### src/rtl/triangle_raster_scan_controller.sv
// triangle_raster_scan_controller
// Walks a triangle's clamped screen bounding box in row-major order. Each
// (x,y) is driven to a combinational pixel unit. Covered pixels are handed to
// the framebuffer writer over a valid/ready handshake.
// Optional feature macro: RASTER_PIXEL_COUNT_EN builds the covered-pixel
// counter on o_pix_count. When the macro is not defined, o_pix_count is tied to 0.

package raster_pkg;
    // Signed 16.16 fixed point
    typedef logic signed [31:0] FixedPoint_t;

    typedef struct packed {
        FixedPoint_t x;
        FixedPoint_t y;
        FixedPoint_t z;
        FixedPoint_t w;
    } Vector4_t;
endpackage

module triangle_raster_scan_controller
    import raster_pkg::*;
#(
    parameter int SCREEN_WIDTH  = 640,
    parameter int SCREEN_HEIGHT = 480
) (
    input  logic               i_clk,
    input  logic               i_reset,
    input  logic               i_start,
    input  Vector4_t           i_v1,
    input  Vector4_t           i_v2,
    input  Vector4_t           i_v3,
    input  Vector4_t           i_c1,
    input  Vector4_t           i_c2,
    input  Vector4_t           i_c3,
    output Vector4_t           o_v1,
    output Vector4_t           o_v2,
    output Vector4_t           o_v3,
    output Vector4_t           o_c1,
    output Vector4_t           o_c2,
    output Vector4_t           o_c3,
    output logic signed [31:0] o_pix_x,
    output logic signed [31:0] o_pix_y,
    input  logic               i_pix_write,
    input  Vector4_t           i_pix_colour,
    output logic               o_fb_valid,
    input  logic               i_fb_ready,
    output logic signed [31:0] o_fb_x,
    output logic signed [31:0] o_fb_y,
    output Vector4_t           o_fb_colour,
    output logic               o_busy,
    output logic               o_done,
    output logic [31:0]        o_pix_count
);

    typedef enum logic [2:0] {
        S_IDLE,
        S_SETUP,
        S_SCAN,
        S_EMIT,
        S_DONE
    } state_t;

    state_t             r_state;
    Vector4_t           r_v1, r_v2, r_v3, r_c1, r_c2, r_c3;
    logic signed [31:0] r_min_x, r_max_x, r_max_y;
    logic signed [31:0] r_pix_x, r_pix_y;
    logic signed [31:0] r_fb_x, r_fb_y;
    Vector4_t           r_fb_colour;
    logic               r_fb_valid, r_busy, r_done;

    function automatic FixedPoint_t min3(input FixedPoint_t a, input FixedPoint_t b,
                                         input FixedPoint_t c);
        FixedPoint_t m;
        m = (a < b) ? a : b;
        return (c < m) ? c : m;
    endfunction

    function automatic FixedPoint_t max3(input FixedPoint_t a, input FixedPoint_t b,
                                         input FixedPoint_t c);
        FixedPoint_t m;
        m = (a > b) ? a : b;
        return (c > m) ? c : m;
    endfunction

    // Arithmetic shift gives the floor, which is also correct for negative coordinates
    logic signed [31:0] w_raw_min_x, w_raw_max_x, w_raw_min_y, w_raw_max_y;
    assign w_raw_min_x = min3(r_v1.x, r_v2.x, r_v3.x) >>> 16;
    assign w_raw_max_x = max3(r_v1.x, r_v2.x, r_v3.x) >>> 16;
    assign w_raw_min_y = min3(r_v1.y, r_v2.y, r_v3.y) >>> 16;
    assign w_raw_max_y = max3(r_v1.y, r_v2.y, r_v3.y) >>> 16;

    // Clamp the bounds to the screen. The box is empty when no part of it lies
    // on the screen. Clamped lower bounds never exceed the screen edge, so o_pix_x/y stay legal.
    logic signed [31:0] w_lo_x, w_hi_x, w_lo_y, w_hi_y;
    logic               w_box_empty;
    assign w_lo_x = (w_raw_min_x < 0) ? 32'sd0 :
                    (w_raw_min_x > SCREEN_WIDTH - 1) ? 32'(SCREEN_WIDTH - 1) : w_raw_min_x;
    assign w_hi_x = (w_raw_max_x > SCREEN_WIDTH - 1) ? 32'(SCREEN_WIDTH - 1) :
                    (w_raw_max_x < 0) ? 32'sd0 : w_raw_max_x;
    assign w_lo_y = (w_raw_min_y < 0) ? 32'sd0 :
                    (w_raw_min_y > SCREEN_HEIGHT - 1) ? 32'(SCREEN_HEIGHT - 1) : w_raw_min_y;
    assign w_hi_y = (w_raw_max_y > SCREEN_HEIGHT - 1) ? 32'(SCREEN_HEIGHT - 1) :
                    (w_raw_max_y < 0) ? 32'sd0 : w_raw_max_y;
    assign w_box_empty = (w_raw_max_x < 0) || (w_raw_min_x > SCREEN_WIDTH - 1) ||
                         (w_raw_max_y < 0) || (w_raw_min_y > SCREEN_HEIGHT - 1);

    // Next coordinate in row-major order. SCAN and EMIT share this logic.
    logic signed [31:0] w_next_x, w_next_y;
    logic               w_scan_end;
    always_comb begin
        w_next_x   = r_pix_x;
        w_next_y   = r_pix_y;
        w_scan_end = 1'b0;
        if (r_pix_x < r_max_x) begin
            w_next_x = r_pix_x + 32'sd1;
        end else if (r_pix_y < r_max_y) begin
            w_next_x = r_min_x;
            w_next_y = r_pix_y + 32'sd1;
        end else begin
            w_scan_end = 1'b1;
        end
    end

    // Control FSM with registered handshake and status outputs
    // NOTE: sequential state uses non-blocking assignments only, so every register samples pre-edge values.
    always_ff @(posedge i_clk) begin
        if (i_reset) begin
            r_state     <= S_IDLE;
            r_v1        <= '0;
            r_v2        <= '0;
            r_v3        <= '0;
            r_c1        <= '0;
            r_c2        <= '0;
            r_c3        <= '0;
            r_min_x     <= '0;
            r_max_x     <= '0;
            r_max_y     <= '0;
            r_pix_x     <= '0;
            r_pix_y     <= '0;
            r_fb_x      <= '0;
            r_fb_y      <= '0;
            r_fb_colour <= '0;
            r_fb_valid  <= 1'b0;
            r_busy      <= 1'b0;
            r_done      <= 1'b0;
        end else begin
            r_done <= 1'b0;
            case (r_state)
                S_IDLE: begin
                    if (i_start) begin
                        r_v1    <= i_v1;
                        r_v2    <= i_v2;
                        r_v3    <= i_v3;
                        r_c1    <= i_c1;
                        r_c2    <= i_c2;
                        r_c3    <= i_c3;
                        r_busy  <= 1'b1;
                        r_state <= S_SETUP;
                    end
                end
                S_SETUP: begin
                    r_min_x <= w_lo_x;
                    r_max_x <= w_hi_x;
                    r_max_y <= w_hi_y;
                    r_pix_x <= w_lo_x;
                    r_pix_y <= w_lo_y;
                    if (w_box_empty) begin
                        r_done  <= 1'b1;
                        r_state <= S_DONE;
                    end else begin
                        r_state <= S_SCAN;
                    end
                end
                S_SCAN: begin
                    if (i_pix_write) begin
                        r_fb_x      <= r_pix_x;
                        r_fb_y      <= r_pix_y;
                        r_fb_colour <= i_pix_colour;
                        r_fb_valid  <= 1'b1;
                        r_state     <= S_EMIT;
                    end else begin
                        r_pix_x <= w_next_x;
                        r_pix_y <= w_next_y;
                        if (w_scan_end) begin
                            r_done  <= 1'b1;
                            r_state <= S_DONE;
                        end
                    end
                end
                S_EMIT: begin
                    if (i_fb_ready) begin
                        r_fb_valid <= 1'b0;
                        r_pix_x    <= w_next_x;
                        r_pix_y    <= w_next_y;
                        if (w_scan_end) begin
                            r_done  <= 1'b1;
                            r_state <= S_DONE;
                        end else begin
                            r_state <= S_SCAN;
                        end
                    end
                end
                S_DONE: begin
                    r_busy  <= 1'b0;
                    r_state <= S_IDLE;
                end
                default: r_state <= S_IDLE;
            endcase
        end
    end

`ifdef RASTER_PIXEL_COUNT_EN
    logic [31:0] r_pix_count;

    // Count accepted framebuffer writes for the current triangle
    always_ff @(posedge i_clk) begin
        if (i_reset) begin
            r_pix_count <= '0;
        end else if (r_state == S_IDLE && i_start) begin
            r_pix_count <= '0;
        end else if (r_fb_valid && i_fb_ready) begin
            r_pix_count <= r_pix_count + 32'd1;
        end
    end

    assign o_pix_count = r_pix_count;
`else
    assign o_pix_count = '0;
`endif

    assign o_v1        = r_v1;
    assign o_v2        = r_v2;
    assign o_v3        = r_v3;
    assign o_c1        = r_c1;
    assign o_c2        = r_c2;
    assign o_c3        = r_c3;
    assign o_pix_x     = r_pix_x;
    assign o_pix_y     = r_pix_y;
    assign o_fb_valid  = r_fb_valid;
    assign o_fb_x      = r_fb_x;
    assign o_fb_y      = r_fb_y;
    assign o_fb_colour = r_fb_colour;
    assign o_busy      = r_busy;
    assign o_done      = r_done;

endmodule

### config.mk
export PLATFORM = sky130hd
export DESIGN_NAME = triangle_raster_scan_controller
export DESIGN_NICKNAME = d
export VERILOG_FILES = /design/src/rtl/triangle_raster_scan_controller.sv
export SDC_FILE = /design/constraint.sdc
export NUM_CORES = 2
export LEC_CHECK = 0
export BUFFER_PORTS_ARGS = -buffer_cell sky130_fd_sc_hd__buf_2
export CORE_AREA = 2 2 758 760
export DETAILED_ROUTE_END_ITERATION = 6
export DIE_AREA = 0 0 760 762
export SKIP_CTS_REPAIR_TIMING = 1
export SLEW_MARGIN = 10
export SYNTH_ARGS = -nofsm -noshare
export SYNTH_HDL_FRONTEND = slang
export SYNTH_SLANG_ARGS = --single-unit
### constraint.sdc
create_clock -name i_clk -period 14.76 [get_ports i_clk]
set_clock_uncertainty 0.2 [all_clocks]
set_input_delay 2.214 -clock i_clk [delete_from_list [all_inputs] [get_ports i_clk]]
set_output_delay 2.214 -clock i_clk [all_outputs]
set_load 0.05 [all_outputs]
Word-level counts from Yosys, hierarchy flattened:

Cells that the tools add are included.

* add/sub/neg operators: 2
* magnitude comparators: 18
* equality and inequality tests: 9
* multiplexer cells: 45
* reductions and logical operators: 13

Operators by type and width (number)
* two-way mux 32 bit: 24
* less-than comparator 32 bit: 6
* one-hot mux 32 bit (3 select lines): 2
* > comparator 32 bit: 4
* adder 32 x 2 -> 32 bit (second input constant): 2
* less-than comparator 16 x 1 -> 1 bit (second input constant): 4
* > comparator 16 x 10 -> 1 bit (second input constant): 2
* > comparator 16 x 11 -> 1 bit (second input constant): 2
* two-way mux 3 bit: 6
* one-hot mux 3 bit (4 select lines): 1
* two-way mux 1 bit: 9
* AND reduction 3 bit: 3
* != test 2 bit (second input constant): 4
* == test 3 x 2 -> 1 bit (second input constant): 2
* AND reduction 2 bit: 3
* one-hot mux 1 bit (2 select lines): 2
* nonzero test 2 bit: 2
* == test 3 x 1 -> 1 bit (second input constant): 1
* == test 3 bit (second input constant): 1
* zero test 3 bit: 1
* logical OR 1 bit: 3
* != test 3 bit (second input constant): 1
* one-hot mux 1 bit (3 select lines): 1
* nonzero test 3 bit: 1

* bits in registers: 1126
* logic and storage cells: 126

Logic depth before layout (Yosys ltp):

* depth in word-level cells: 10
* depth in mapped cells: 25
* mapped depth without buffers: 21

Least setup slack after synthesis:

No wires, ideal clock.

* kind: reg-to-reg
* from: register r_v2, in the netlist o_v2[113]
* to: register r_pix_x[2], in the netlist o_pix_x[2]
* setup time: 112 ps
* data arrival time: 6125 ps
* setup slack: 8322 ps
* stages on the path, launching flop included: 24
* buffers on the path: 3
* period minus slack after synthesis: 6438 ps
* cells stage by stage: dfxtp_1 inv_1 ha_1 a21o_1 a221o_1 a221o_1 o31a_1 nor3_2 buf_6 buf_2 clkbuf_1 nor2_1 a21oi_1 ha_1 a21o_1 a21oi_1 o22ai_1 a2111oi_0 o32ai_1 or4b_2 o32ai_4 mux2i_2 nor4_1 a2111oi_1

* longest elaborated chain between the ends: 8
* elaborated cells on any way between the ends: 9

Ends and longest elaborated chain
* from (decl): RTL line 64 `Vector4_t r_v1, r_v2, r_v3, r_c1, r_c2, r_c3;`
* from (signal assigned): RTL line 152 `r_v2 <= i_v2;`
* less-than comparator 32 bit: RTL line 74 `m = (a < b) ? a : b;`
* two-way mux 32 bit (*): RTL line 74
* less-than comparator 32 bit: RTL line 75 `return (c < m) ? c : m;`
* two-way mux 32 bit (*): RTL line 75
* > comparator 16 x 11 -> 1 bit: RTL line 97 `(w_raw_min_x > SCREEN_WIDTH - 1) ? 32'(SCREEN_WIDTH - 1) : w_raw_min_x;`
* two-way mux 32 bit: RTL line 97
* two-way mux 32 bit (*): RTL line 96 `assign w_lo_x = (w_raw_min_x < 0) ? 32'sd0 :`
* one-hot mux 32 bit (3 select lines) (*): RTL line 148 `case (r_state)`
* to (signal assigned): RTL line 165 `r_pix_x <= w_lo_x;`
* to (signal assigned): RTL line 182 `r_pix_x <= w_next_x;`
* to (signal assigned): RTL line 193 `r_pix_x <= w_next_x;`
* to (decl): RTL line 66 `logic signed [31:0] r_pix_x, r_pix_y;`

Mark *: on every way between the ends. The rest lies on a longest branch, timed or not.
A chain may end at the register's enable or synchronous reset.

Worst setup path in the final report:

* from: register r_v2, in the netlist o_v2[127]
* to: register r_max_x[1]

* longest elaborated chain between the ends: 7
* elaborated cells on any way between the ends: 8

Ends and longest elaborated chain
* > comparator 32 bit: RTL line 81 `m = (a > b) ? a : b;`
* two-way mux 32 bit (*): RTL line 81
* > comparator 32 bit: RTL line 82 `return (c > m) ? c : m;`
* two-way mux 32 bit (*): RTL line 82
* less-than comparator 16 x 1 -> 1 bit: RTL line 99 `(w_raw_max_x < 0) ? 32'sd0 : w_raw_max_x;`
* two-way mux 32 bit: RTL line 99
* two-way mux 32 bit (*): RTL line 98 `assign w_hi_x = (w_raw_max_x > SCREEN_WIDTH - 1) ? 32'(SCREEN_WIDTH - 1) :`
* to (signal assigned): RTL line 163 `r_max_x <= w_hi_x;`
* to (decl): RTL line 65 `logic signed [31:0] r_min_x, r_max_x, r_max_y;`

Marks and branches as above.

==> results_tabular.tex <==
\begin{tabular}{lr}
\hline
Metric & Value \\
\hline
\multicolumn{2}{l}{\textbf{Die}} \\
\quad Overall die height & roughly 760 um \\
\quad Area of the core & 0.571 mm2 \\
\quad Initial core utilization & under 10\% \\
\quad Cell row count & about 280 \\
\quad Die Span X & between 700 and 800 um \\
\quad Die footprint & 0.579 mm2 \\
\quad I/O pin count & 1960 \\
\multicolumn{2}{l}{\textbf{Yosys}} \\
\quad Flip-flop cell with the highest count after synthesis & dfxtp\_1 \\
\quad Syn\_area\_per\_cell & 7.77 um2 \\
\quad Count of warnings emitted by yosys & 0 \\
\quad Fraction of synthesis flops using an asynchronous set or reset pin & 0\% \\
\quad Adder and majority gate portion of the synthesized area & just over 6\% \\
\quad Main combinational cell family by area after synthesis & simple AND/OR/NAND/NOR gates \\
\quad Mux contribution to synthesized area & 2.43\% \\
\quad Post-synthesis cell type with the largest combined area & dfxtp\_1 \\
\quad Compound-Gate Fraction of Synth Area & approximately 17\% \\
\quad Number of distinct library cell variants in the gate-level netlist after synthesis & between 70 and 80 \\
\quad Xor and xnor fraction of the mapped netlist area & 0.521\% \\
\quad Simple-Gate Fraction of Synth Area & 22.2\% \\
\quad Number of cells produced by synthesis & slightly below 6000 \\
\quad Flip-flop and latch count after synthesis & 1075 \\
\quad Ranking of synthesized cells by area & dfxtp\_1 (47\%), nand2\_1 (17\%), a21oi\_1 (12\%) \\
\quad Number of synthesized flops with an enable pin & 0 \\
\quad Portion of synthesized cell area occupied by the leading cell type & approximately 47\% \\
\quad Post-synthesis sequential area ratio & 47.4\% \\
\quad Syn Std Cell Area & 0.0454 mm2 \\
\multicolumn{2}{l}{\textbf{GRT}} \\
\quad Global-route wire length before repair & 673000 um \\
\quad Vias in the first global route & 48500 \\
\quad Total Routing Usage GR & 18.7\% \\
\quad Grt total ovfl & 0 \\
\quad Number of antenna violations at the first check in global routing & just over 400 \\
\quad Pin count of the biggest net entering global routing & around 160 \\
\multicolumn{2}{l}{\textbf{STA}} \\
\quad Slew Limit Headroom & 26.0\% \\
\quad Final slew viol count & 0 \\
\quad Max Freq & 137 MHz \\
\quad Final setup violation count & 0 \\
\quad Worst Tran Pin Value & 1.11 ns \\
\quad Final clock period utilization by the worst path & between 40\% and 50\% \\
\quad Final Hold Fails & 0 \\
\quad Final Critical Period & 7.31 ns \\
\quad Setup repair after global routing missed its margin & false \\
\quad Fin Setup TNS & 0 ns \\
\quad Post-route worst setup slack & 7.45 ns \\
\multicolumn{2}{l}{\textbf{Clock tree}} \\
\quad Total number of clock tree sinks & between 1000 and 1500 \\
\quad Max clock buf depth & 4 \\
\quad Number of clock buffers inserted by TritonCTS & 159 \\
\quad Worst-skew pair later-pin latency & 0.91 ns \\
\quad CTS tree & built \\
\quad Clock-pin slew on the worst setup and hold paths & 0.06 ns \\
\quad Clk Tree Root Cell & clkbuf\_16 \\
\quad Htree depth & 4 \\
\multicolumn{2}{l}{\textbf{Drt}} \\
\quad Overall routed net length & 567000 um \\
\quad Detailed-route wire length per cell & 36.5 um \\
\quad Via Count & 52500 \\
\quad Remaining antenna violation count after routing & 0 \\
\quad Detailed-routing iteration count for the pre-antenna-repair pass & 5 \\
\quad Drc violations & 0 \\
\quad Iteration-0 DRC Markers & 3902 \\
\quad Vias per inst & approximately 3.4 \\
\multicolumn{2}{l}{\textbf{Pwr}} \\
\quad Leak pwr & between 20 and 30 nW \\
\quad Post-route total power & roughly 0.016 W \\
\quad Worst supply voltage drop on vdd & 0.165 mV \\
\quad Power density cells & 227 mW/mm2 \\
\multicolumn{2}{l}{\textbf{Run status}} \\
\quad Status & completed \\
\multicolumn{2}{l}{\textbf{Worst setup path}} \\
\quad CP endpoint kind & register \\
\quad Worst setup path category & reg2reg \\
\quad Critical Path RT & $\sim$15 ns \\
\quad Startpoint Class & register \\
\quad Max Fanout on Critical Path & 22 \\
\quad Data arrival time of the critical path & around 7.9 ns \\
\multicolumn{2}{l}{\textbf{Worst hold path}} \\
\quad Path category of the worst min-delay check & reg2reg \\
\multicolumn{2}{l}{\textbf{Placement}} \\
\quad Setup WS pre-CTS & 7.52 ns \\
\quad Placed inst area & $\sim$0.064 mm2 \\
\quad Count of input and output buffers & about 1900 \\
\quad Hpwl dp & 503000 um \\
\quad Final weighted congestion in routability-driven placement & 0.976 \\
\multicolumn{2}{l}{\textbf{Final layout}} \\
\quad Design Area, Final & between 0.06 and 0.07 mm2 \\
\quad Ratio of cells with drive above 1 in the final layout & 29.7\% \\
\quad Area added between synthesis and finish & 53.5\% \\
\quad Most frequent cells in the layout & nand2\_1 (2009), buf\_2 (1926), a21oi\_1 (1116) \\
\quad Post-layout net count & 8752 \\
\quad Most frequent standard cell in the layout excluding fill and tap cells & nand2\_1 \\
\multicolumn{2}{l}{\textbf{Job}} \\
\quad Max\_cap viols & 0 \\
\hline
\end{tabular}
## cell usage after synthesis (all sizes together), types with 9 or more instances
cell and n:
inv 134, nand3b 9, or3 11, and2 9
xnor2 23, a2111oi 9, nand3 40, nand2 2009
nor3b 10, nand4 41, mux2i 93, nor3 48
o211ai 13, a21o 41, nor4 33, dfxtp 1075
a22oi 11, a31oi 9, o32ai 9, nand2b 14
a211oi 15, o21ai 84, nor2b 16, and3 36
ha 220, clkbuf 357, buf 58, mux2 15
a21oi 1117, nor2 178
## power by group
part	switching [W]	leakage, nW	internal [W]
Sequential	0.000494	8.79	0.00340
Combinational	0.00609	17.4	0.00164
Clock	0.00173	2.66	0.00246
Total	0.00831	28.8	0.00750
## through the flow
step / cells / utilization [%] / hold WS (ns)
floorplan: 5875 / - / 0.210
global placement: 15000 / 11.2 / 0.226
detailed placement: 15000 / 11.2 / 0.233
CTS: 15300 / 12.1 / 0.243
global route: 15500 / 12.2 / 0.265
finish: 15500 / 12.2 / 0.240
## critical path, stage by stage, from the launching register on
cell	delay (ns)
dfxtp_1	0.41
inv_1	0.07
ha_1	0.39
nand4_1	0.23
nor4_2	0.43
nand4_1	0.22
or4_1	0.61
o31ai_4	0.09
buf_4	0.33
mux2i_1	0.22
ha_1	0.26
a21o_1	0.18
a21o_1	0.17
a2111oi_0	0.49
o21ai_0	0.36
o21bai_1	0.29
a21oi_1	0.09
and3b_1	0.73
mux2i_1	0.77
nand2b_1	0.41
o221ai_1	0.19
## kinds of logic (layout without fill, tap and decap cells)
logic type,Yosys count,after routing
AND/OR/NAND/NOR,2485,2485
AO/OA/AOI/OAI,1379,1379
flip-flops,1075,1075
buffers and inverters,549,2422
adder cells (fa/ha/maj),220,220
multiplexers,108,108
XOR/XNOR,27,27
other,1,264
## area by class of cell
cell class / instances / area [um2]
Antenna cell: 232 / 581
Clock buffer: 217 / 4540
Timing Repair Buffer: 2010 / 10300
Tap cell: 7560 / 9460
Multi-Input combinational cell: 4251 / 21900
Clock inverter: 61 / 928
Sequential cell: 1075 / 21500
Fill cell: 66600 / 501000
Inverter: 134 / 503
## flip-flops by register name (all words and copies together) (netlist names)
| name | flops |
|---|---|
| o_busy | 1 |
| o_c1 | 128 |
| o_c2 | 128 |
| o_c3 | 128 |
| o_done | 1 |
| o_fb_colour | 128 |
| o_fb_valid | 1 |
| o_fb_x | 32 |
| o_fb_y | 32 |
| o_pix_x | 32 |
| o_pix_y | 32 |
| o_v1 | 128 |
| o_v2 | 128 |
| o_v3 | 128 |
| r_max_x | 15 |
| r_max_y | 15 |
| r_min_x | 15 |
| r_state | 3 |
## worst paths after layout
kind,endpoint,cells after the start,start,slack [ns]
min reg2reg,r_min_x[12]$_SDFFE_PP0N_,2,r_min_x[12]$_SDFFE_PP0N_,0.24
min,r_min_x[12]$_SDFFE_PP0N_,2,r_min_x[12]$_SDFFE_PP0N_,0.24
max,r_max_x[1]$_SDFFE_PP0N_,20,o_v2[127]$_SDFFE_PP0P_,7.45
max reg2reg,r_max_x[1]$_SDFFE_PP0N_,20,o_v2[127]$_SDFFE_PP0P_,7.45
## layer usage
metal  up-vias  part of all wire (%)  GRT usage [%]
li1      23300                     -              -
met1     25000                    36           19.8
met2      3064                    41           27.6
met3       984                    18           15.2
met4        96                   4.6           6.95
met5         -                  0.11              0
(Power assumes the default switching activity.)
